--- src/rtl/frog_draw_pkg.sv ---
// Shared definitions for the object draw controller and the VGA object mux.
// Holds the layer codes driven on object_to_draw and the frog blink state enum.
package frog_draw_pkg;

    localparam int unsigned CODE_W = 8;

    localparam logic [CODE_W-1:0] CODE_BACKGROUND = 8'd0;
    localparam logic [CODE_W-1:0] CODE_WATERFALL  = 8'd1;
    localparam logic [CODE_W-1:0] CODE_LOG        = 8'd2;
    localparam logic [CODE_W-1:0] CODE_FROG       = 8'd3;
    localparam logic [CODE_W-1:0] CODE_ENDBANK    = 8'd4;
    localparam logic [CODE_W-1:0] CODE_FRENCH     = 8'd5;

    typedef enum logic [1:0] {
        BLINK_IDLE = 2'd0,
        BLINK_SHOW = 2'd1,
        BLINK_HIDE = 2'd2
    } blink_state_t;

endpackage

--- src/rtl/frog_blink_timer.sv ---
// Frame-based frog blink timer. A blink_start pulse (re)starts a sequence that
// begins hidden, toggles visibility every BLINK_PERIOD frames and ends after
// BLINK_LEN frames. Counters only move on startOfFrame and saturate at zero.
module frog_blink_timer
    import frog_draw_pkg::*;
#(
    parameter int BLINK_PERIOD = 8,
    parameter int BLINK_LEN    = 64
)
(
    input  logic CLK,
    input  logic RESETn,
    input  logic startOfFrame,
    input  logic blink_start,
    output logic frog_visible,
    output logic frog_blinking
);

    localparam int FW = $clog2(BLINK_LEN + 1);
    localparam int PW = $clog2(BLINK_PERIOD + 1);

    localparam logic [FW-1:0] FRAMES_LOAD = FW'(BLINK_LEN);
    localparam logic [FW-1:0] FRAMES_ONE  = FW'(1);
    localparam logic [FW-1:0] FRAMES_ZERO = '0;
    localparam logic [PW-1:0] PHASE_LOAD  = PW'(BLINK_PERIOD);
    localparam logic [PW-1:0] PHASE_ONE   = PW'(1);
    localparam logic [PW-1:0] PHASE_ZERO  = '0;

    blink_state_t  r_state;
    blink_state_t  w_state_nxt;
    logic [FW-1:0] r_frames;
    logic [FW-1:0] w_frames_nxt;
    logic [FW-1:0] w_frames_dec;
    logic [PW-1:0] r_phase;
    logic [PW-1:0] w_phase_nxt;
    logic [PW-1:0] w_phase_dec;

    // Saturating decrements so a counter parked at zero never wraps.
    assign w_frames_dec = (r_frames == FRAMES_ZERO) ? FRAMES_ZERO : (r_frames - FRAMES_ONE);
    assign w_phase_dec  = (r_phase  == PHASE_ZERO)  ? PHASE_ZERO  : (r_phase  - PHASE_ONE);

    // State and counter registers; reset returns to IDLE with the frog visible.
    always_ff @(posedge CLK or negedge RESETn) begin
        if (!RESETn) begin
            r_state  <= BLINK_IDLE;
            r_frames <= FRAMES_ZERO;
            r_phase  <= PHASE_ZERO;
        end else begin
            r_state  <= w_state_nxt;
            r_frames <= w_frames_nxt;
            r_phase  <= w_phase_nxt;
        end
    end

    // Next-state logic; a restart wins over a coincident frame tick.
    always_comb begin
        w_state_nxt  = r_state;
        w_frames_nxt = r_frames;
        w_phase_nxt  = r_phase;
        if (blink_start) begin
            w_state_nxt  = BLINK_HIDE;
            w_frames_nxt = FRAMES_LOAD;
            w_phase_nxt  = PHASE_LOAD;
        end else if (startOfFrame && (r_state != BLINK_IDLE)) begin
            w_frames_nxt = w_frames_dec;
            w_phase_nxt  = w_phase_dec;
            if (w_frames_dec == FRAMES_ZERO) begin
                w_state_nxt = BLINK_IDLE;
                w_phase_nxt = PHASE_ZERO;
            end else if (w_phase_dec == PHASE_ZERO) begin
                w_state_nxt = (r_state == BLINK_HIDE) ? BLINK_SHOW : BLINK_HIDE;
                w_phase_nxt = PHASE_LOAD;
            end
        end
    end

    assign frog_visible  = (r_state != BLINK_HIDE);
    assign frog_blinking = (r_state != BLINK_IDLE);

endmodule

--- src/rtl/object_draw_ctrl.sv ---
// Per-pixel layer arbiter with frame-level frog collision reporting.
// Optional frog blink timer is included when FROG_BLINK_EN is defined;
// otherwise blink_start is ignored and the frog is always drawn.
module object_draw_ctrl
    import frog_draw_pkg::*;
#(
    parameter int BLINK_PERIOD = 8,
    parameter int BLINK_LEN    = 64
)
(
    input  logic              CLK,
    input  logic              RESETn,
    input  logic              startOfFrame,
    input  logic              frog_dr,
    input  logic              log_dr,
    input  logic              waterfall_dr,
    input  logic              endbank_dr,
    input  logic              french_dr,
    input  logic              blink_start,
    output logic [CODE_W-1:0] object_to_draw,
    output logic              col_valid,
    output logic              frog_on_log,
    output logic              frog_drowned,
    output logic              frog_home,
    output logic              frog_blinking
);

    logic              w_frog_visible;
    logic              w_frog_blinking;
    logic [CODE_W-1:0] w_code;
    logic [CODE_W-1:0] r_object_to_draw;
    logic              w_ev_log;
    logic              w_ev_water;
    logic              w_ev_bank;
    logic              r_seen_log;
    logic              r_seen_water;
    logic              r_seen_bank;
    logic              r_col_valid;
    logic              r_frog_on_log;
    logic              r_frog_drowned;
    logic              r_frog_home;

`ifdef FROG_BLINK_EN
    frog_blink_timer #(
        .BLINK_PERIOD (BLINK_PERIOD),
        .BLINK_LEN    (BLINK_LEN)
    ) u_blink_timer (
        .CLK           (CLK),
        .RESETn        (RESETn),
        .startOfFrame  (startOfFrame),
        .blink_start   (blink_start),
        .frog_visible  (w_frog_visible),
        .frog_blinking (w_frog_blinking)
    );
`else
    logic w_unused_blink;
    assign w_unused_blink  = blink_start & (BLINK_PERIOD > 0) & (BLINK_LEN > 0);
    assign w_frog_visible  = 1'b1;
    assign w_frog_blinking = 1'b0;
`endif

    // Fixed-priority layer select; a hidden frog drops out so lower layers show.
    always_comb begin
        w_code = CODE_BACKGROUND;
        if (french_dr)
            w_code = CODE_FRENCH;
        else if (frog_dr && w_frog_visible)
            w_code = CODE_FROG;
        else if (log_dr)
            w_code = CODE_LOG;
        else if (endbank_dr)
            w_code = CODE_ENDBANK;
        else if (waterfall_dr)
            w_code = CODE_WATERFALL;
    end

    // Register the selected layer code for the downstream mux.
    always_ff @(posedge CLK or negedge RESETn) begin
        if (!RESETn)
            r_object_to_draw <= CODE_BACKGROUND;
        else
            r_object_to_draw <= w_code;
    end

    // Collision events use the raw frog request, independent of blink visibility.
    assign w_ev_log   = frog_dr & log_dr;
    assign w_ev_water = frog_dr & waterfall_dr & ~log_dr;
    assign w_ev_bank  = frog_dr & endbank_dr;

    // Sticky per-frame accumulators; on a frame boundary report and reload with
    // this pixel's events so the boundary pixel belongs to the new frame.
    always_ff @(posedge CLK or negedge RESETn) begin
        if (!RESETn) begin
            r_seen_log     <= 1'b0;
            r_seen_water   <= 1'b0;
            r_seen_bank    <= 1'b0;
            r_col_valid    <= 1'b0;
            r_frog_on_log  <= 1'b0;
            r_frog_drowned <= 1'b0;
            r_frog_home    <= 1'b0;
        end else begin
            r_col_valid <= startOfFrame;
            if (startOfFrame) begin
                r_frog_on_log  <= r_seen_log;
                r_frog_drowned <= r_seen_water & ~r_seen_log;
                r_frog_home    <= r_seen_bank;
                r_seen_log     <= w_ev_log;
                r_seen_water   <= w_ev_water;
                r_seen_bank    <= w_ev_bank;
            end else begin
                r_seen_log     <= r_seen_log   | w_ev_log;
                r_seen_water   <= r_seen_water | w_ev_water;
                r_seen_bank    <= r_seen_bank  | w_ev_bank;
            end
        end
    end

    assign object_to_draw = r_object_to_draw;
    assign col_valid      = r_col_valid;
    assign frog_on_log    = r_frog_on_log;
    assign frog_drowned   = r_frog_drowned;
    assign frog_home      = r_frog_home;
    assign frog_blinking  = w_frog_blinking;

endmodule

--- config.mk ---
export PLATFORM = sky130hd
export DESIGN_NAME = object_draw_ctrl
export DESIGN_NICKNAME = d
export VERILOG_FILES = /design/src/rtl/frog_draw_pkg.sv /design/src/rtl/frog_blink_timer.sv /design/src/rtl/object_draw_ctrl.sv
export SDC_FILE = /design/constraint.sdc
export NUM_CORES = 1
export LEC_CHECK = 0
export BUFFER_PORTS_ARGS = -buffer_cell sky130_fd_sc_hd__buf_2
export CORE_MARGIN = 2
export CORE_UTILIZATION = 25
export CTS_CLUSTER_DIAMETER = 200
export CTS_CLUSTER_SIZE = 28
export DETAILED_ROUTE_END_ITERATION = 12
export GPL_TIMING_DRIVEN = 0
export SLEW_MARGIN = 20
export SYNTH_ARGS = -nofsm -noshare
export SYNTH_HDL_FRONTEND = slang
export SYNTH_SLANG_ARGS = --single-unit
--- constraint.sdc ---
create_clock -name CLK -period 0.8 [get_ports CLK]
set_input_delay 0.08 -clock CLK [delete_from_list [all_inputs] [get_ports CLK]]
set_output_delay 0.08 -clock CLK [all_outputs]
set_load 0.005 [all_outputs]
# Yosys cells after proc, flatten, opt, wreduce, memory -nomap -nowiden
# Cells that the tools add are included.
[word_totals]
ff_bits = 15
in_bits = 9
output_inout_bits = 13
word_cells = 26
[classes]
mux = 8
bitwise = 10
[ops]
columns = ["operator", "n"]
rows = [
  ["8-bit two-way mux", 2],
  ["3-bit two-way mux", 2],
  ["1-bit bitwise AND", 5],
  ["1-bit two-way mux", 4],
  ["1-bit OR", 3],
  ["1-bit NOT", 2],
]

# Logic depth before layout (Yosys ltp)
[logic_depth]
ltp_word = 5
mapped_depth = 2
ltp_nobuf = 2

# Worst setup path before layout
# Ideal clock, no wire load.
[synth_path]
kind = "register to register"
from = "register frog_drowned (netlist name)"
to = "register r_frog_drowned, in the netlist frog_drowned"
setup_time_ps = 120
t_arrival_ps = 681
required_time_ps = 680
slack_ps = -1
path_stages_with_launch = 3
path_buffers = 0
period_less_slack_ps = 801
path_cell_list = "dfrtp_1 -> nor2b_1 -> a31o_2"
[synth_lines]
columns = ["item", "line_no", "source"]
rows = [
  ["end signal, assigned", "object_draw_ctrl.sv:105", "r_frog_drowned <= r_seen_water & ~r_seen_log;"],
  ["end, declared", "object_draw_ctrl.sv:40", "logic r_frog_drowned;"],
]

# Worst setup path after layout
[layout_path]
from = "register r_frog_on_log, in the netlist frog_on_log"
to = "output frog_on_log"
[layout_lines]
columns = ["item", "line_no", "source"]
rows = [
  ["start, declared", "object_draw_ctrl.sv:39", "logic r_frog_on_log;"],
  ["start signal, assigned", "object_draw_ctrl.sv:104", "r_frog_on_log <= r_seen_log;"],
  ["end, declared", "object_draw_ctrl.sv:22", "output logic frog_on_log,"],
]
# No word-level cell between the ends.

==> results.json <==
{
  "worstPathCellList": "buf_2",
  "die_y_um": 44.3,
  "cap_violations": 0,
  "vias": 291,
  "numClockSinks": 10,
  "dp_hpwl_um": 566,
  "placedCellCount": 70,
  "power_leakage_nw": 0.296,
  "violations": "setup timing",
  "wl_um": 700,
  "gp_congestion": 0.682,
  "via_per_inst": 3.93,
  "critPathMaxStageDelay_ns": 0.37,
  "p_per_area_nw_per_um2": 1890,
  "drt-initial-drc-count": 0,
  "timing.final.crit_share": 1.03,
  "ys_seq_area_frac": 0.615,
  "yosysTopAreaCell": "dfrtp_1",
  "grt-ovfl-total": 0,
  "yosys-top-cells-area": "dfrtp_1, buf_4, mux2_2",
  "crit_required_ns": 0.72,
  "cp_num_buf_inv": 1,
  "drive_gt1_frac": 0.448,
  "syn_area_per_cell_um2": 11.6,
  "timing.hold.worst.class": "in -> reg",
  "grt_pass1_wl_mm": 1.12,
  "io_pins": 22,
  "setup_viol": 6,
  "rsz0062_at_grt": "yes",
  "dr.pass1.iters": 1,
  "worst_slack_ns": -0.0277,
  "cp_slowest_cell": "dfrtp_1",
  "yosys_warnings": 0,
  "status": "complete, but fails checks",
  "netlist_top_cells_count": "dfrtp_1, buf_4, inv_1, o21ai_0",
  "yosysMostFrequentCell": "dfrtp_1",
  "path_class": "reg -> out",
  "dp_slack_ns": 0.00668,
  "slew_viol_final": 0,
  "period_needed_ns": 0.828,
  "finalClockSkew_ns": 0.0000954,
  "async_reset_ff_frac": 1.00,
  "hold_violations": 0,
  "grt_pass1_vias": 281,
  "grt_max_degree": 11,
  "core_um2": 1520,
  "root_buffer": "clkbuf_4",
  "netlist_area_um2": 407,
  "port_buffers": 14,
  "die_x_um": 44.3,
  "nNetsFinal": 69,
  "fmax_mhz": 1210,
  "synth_top_area_frac": 0.615,
  "initial_core_util": 0.267,
  "antenna_found_initial": 0,
  "critPathLaunchType": "flop",
  "wl_per_cell_um": 9.46,
  "grt_util_all_layers": 0.0892,
  "path_clk_slew_ns": 0.06,
  "synth_edf_count": 0,
  "ys_seq_elements": 10,
  "cts.repair.resized": 0,
  "rows": 14,
  "die_area_um2": 1970,
  "cts_tree": "done",
  "syn_inst": 35,
  "path_delay_family": "flip-flops",
  "vdd_drop_max_mv": 0.640,
  "final_cell_count_no_fill": 74,
  "cts_buffers": 3,
  "cts_max_path_buffers": 2,
  "total_power_mw": 1.04,
  "antenna_cells": 0,
  "area_growth_pct": 34.8,
  "synth-main-ff-cell": "dfrtp_1",
  "worstSkewPairLatency_ns": 0.25,
  "crit_path_max_fanout": 2,
  "ant_nets": 0,
  "yosysUniqueCellTypes": 14,
  "h-tree-depth": 1,
  "end_kind": "primary output",
  "drc": 0,
  "worstPathArrival_ns": 0.75
}
[through the flow]
step                      hold WS (ns)   TNS (ns)   util  cell area (um^2)
after floorplan                 -0.216  -0.000949      -               425
after global placement         -0.0502          0  0.338               515
after detailed placement       -0.0497          0  0.338               515
after CTS                      0.00880     -0.235  0.360               548
after global routing           0.00696     -0.410  0.360               548
final                           0.0182     -0.118  0.360               548
[cell families after synthesis]
kind of cell | Yosys count | synth area share
flip-flops | 10 | 0.615
buffers and inverters | 9 | 0.138
AND/OR/NAND/NOR | 8 | 0.105
AO/OA/AOI/OAI | 5 | 0.0769
multiplexers | 2 | 0.0554
other | 1 | 0.00922
[layer usage]
| layer | GRT usage | wire length [um] | up-vias |
|---|---|---|---|
| met5 | 0 | 0 | - |
| met4 | 0.0909 | 18 | 0 |
| met3 | 0.0531 | 69 | 2 |
| met2 | 0.141 | 364 | 11 |
| met1 | 0.0740 | 248 | 131 |
| li1 | - | - | 147 |
[power by group]
part	total (mW)	switching [mW]	leakage, nW	internal, mW
combinational	0.148	0.0656	0.162	0.0821
sequential	0.565	0.0165	0.120	0.548
clock	0.323	0.151	0.0138	0.173
total	1.04	0.233	0.296	0.803
[final timing paths]
kind                               from           endpoint  slack (ns)  depth (start not counted)
min                           french_dr  object_to_draw[1]        0.02                          2
max                         frog_on_log        frog_on_log       -0.03                          1
min reg2reg                   frog_home          frog_home        0.50                          1
max reg2reg                frog_drowned       frog_drowned           0                          2
min in group asynchronous        RESETn  object_to_draw[0]        0.21                          2
max in group asynchronous        RESETn         r_seen_log        0.41                          2
[sequential cells by signal, summed over array words and instances (netlist names)]
signal and flops:
col_valid 1, frog_drowned 1, frog_home 1, frog_on_log 1, object_to_draw 3, r_seen_bank 1, r_seen_log 1, r_seen_water 1
[cells in the final DEF, fill, tap and decap left out]
cell type and instances:
clkbuf_4 3, buf_4 6, buf_2 14, o21ai_0 3, nor2_1 2, dlygate4sd3_1 1, a21o_1 1, nor2b_1 1
dfrtp_1 10, or3_1 1, nand2_1 2, conb_1 6, a31o_2 1, inv_1 3, mux2_2 2, nor3b_1 1
nand3b_1 1
[final cells by class]
cell class,instances,area (um^2)
inverters,3,11.3
fillers,164,976
flip-flops and latches,10,250
repair buffers,15,80.1
clock buffers,3,22.5
multi-input cells,21,119
plain buffers,6,45.0
well taps,16,20.0
[repair_timing]
action,CTS,global route
hold endpoints to repair,10,0
hold buffers,1,0
setup endpoints to repair,8,8
setup buffers,0,0
Note: power is estimated with default switching activity, not from simulation.
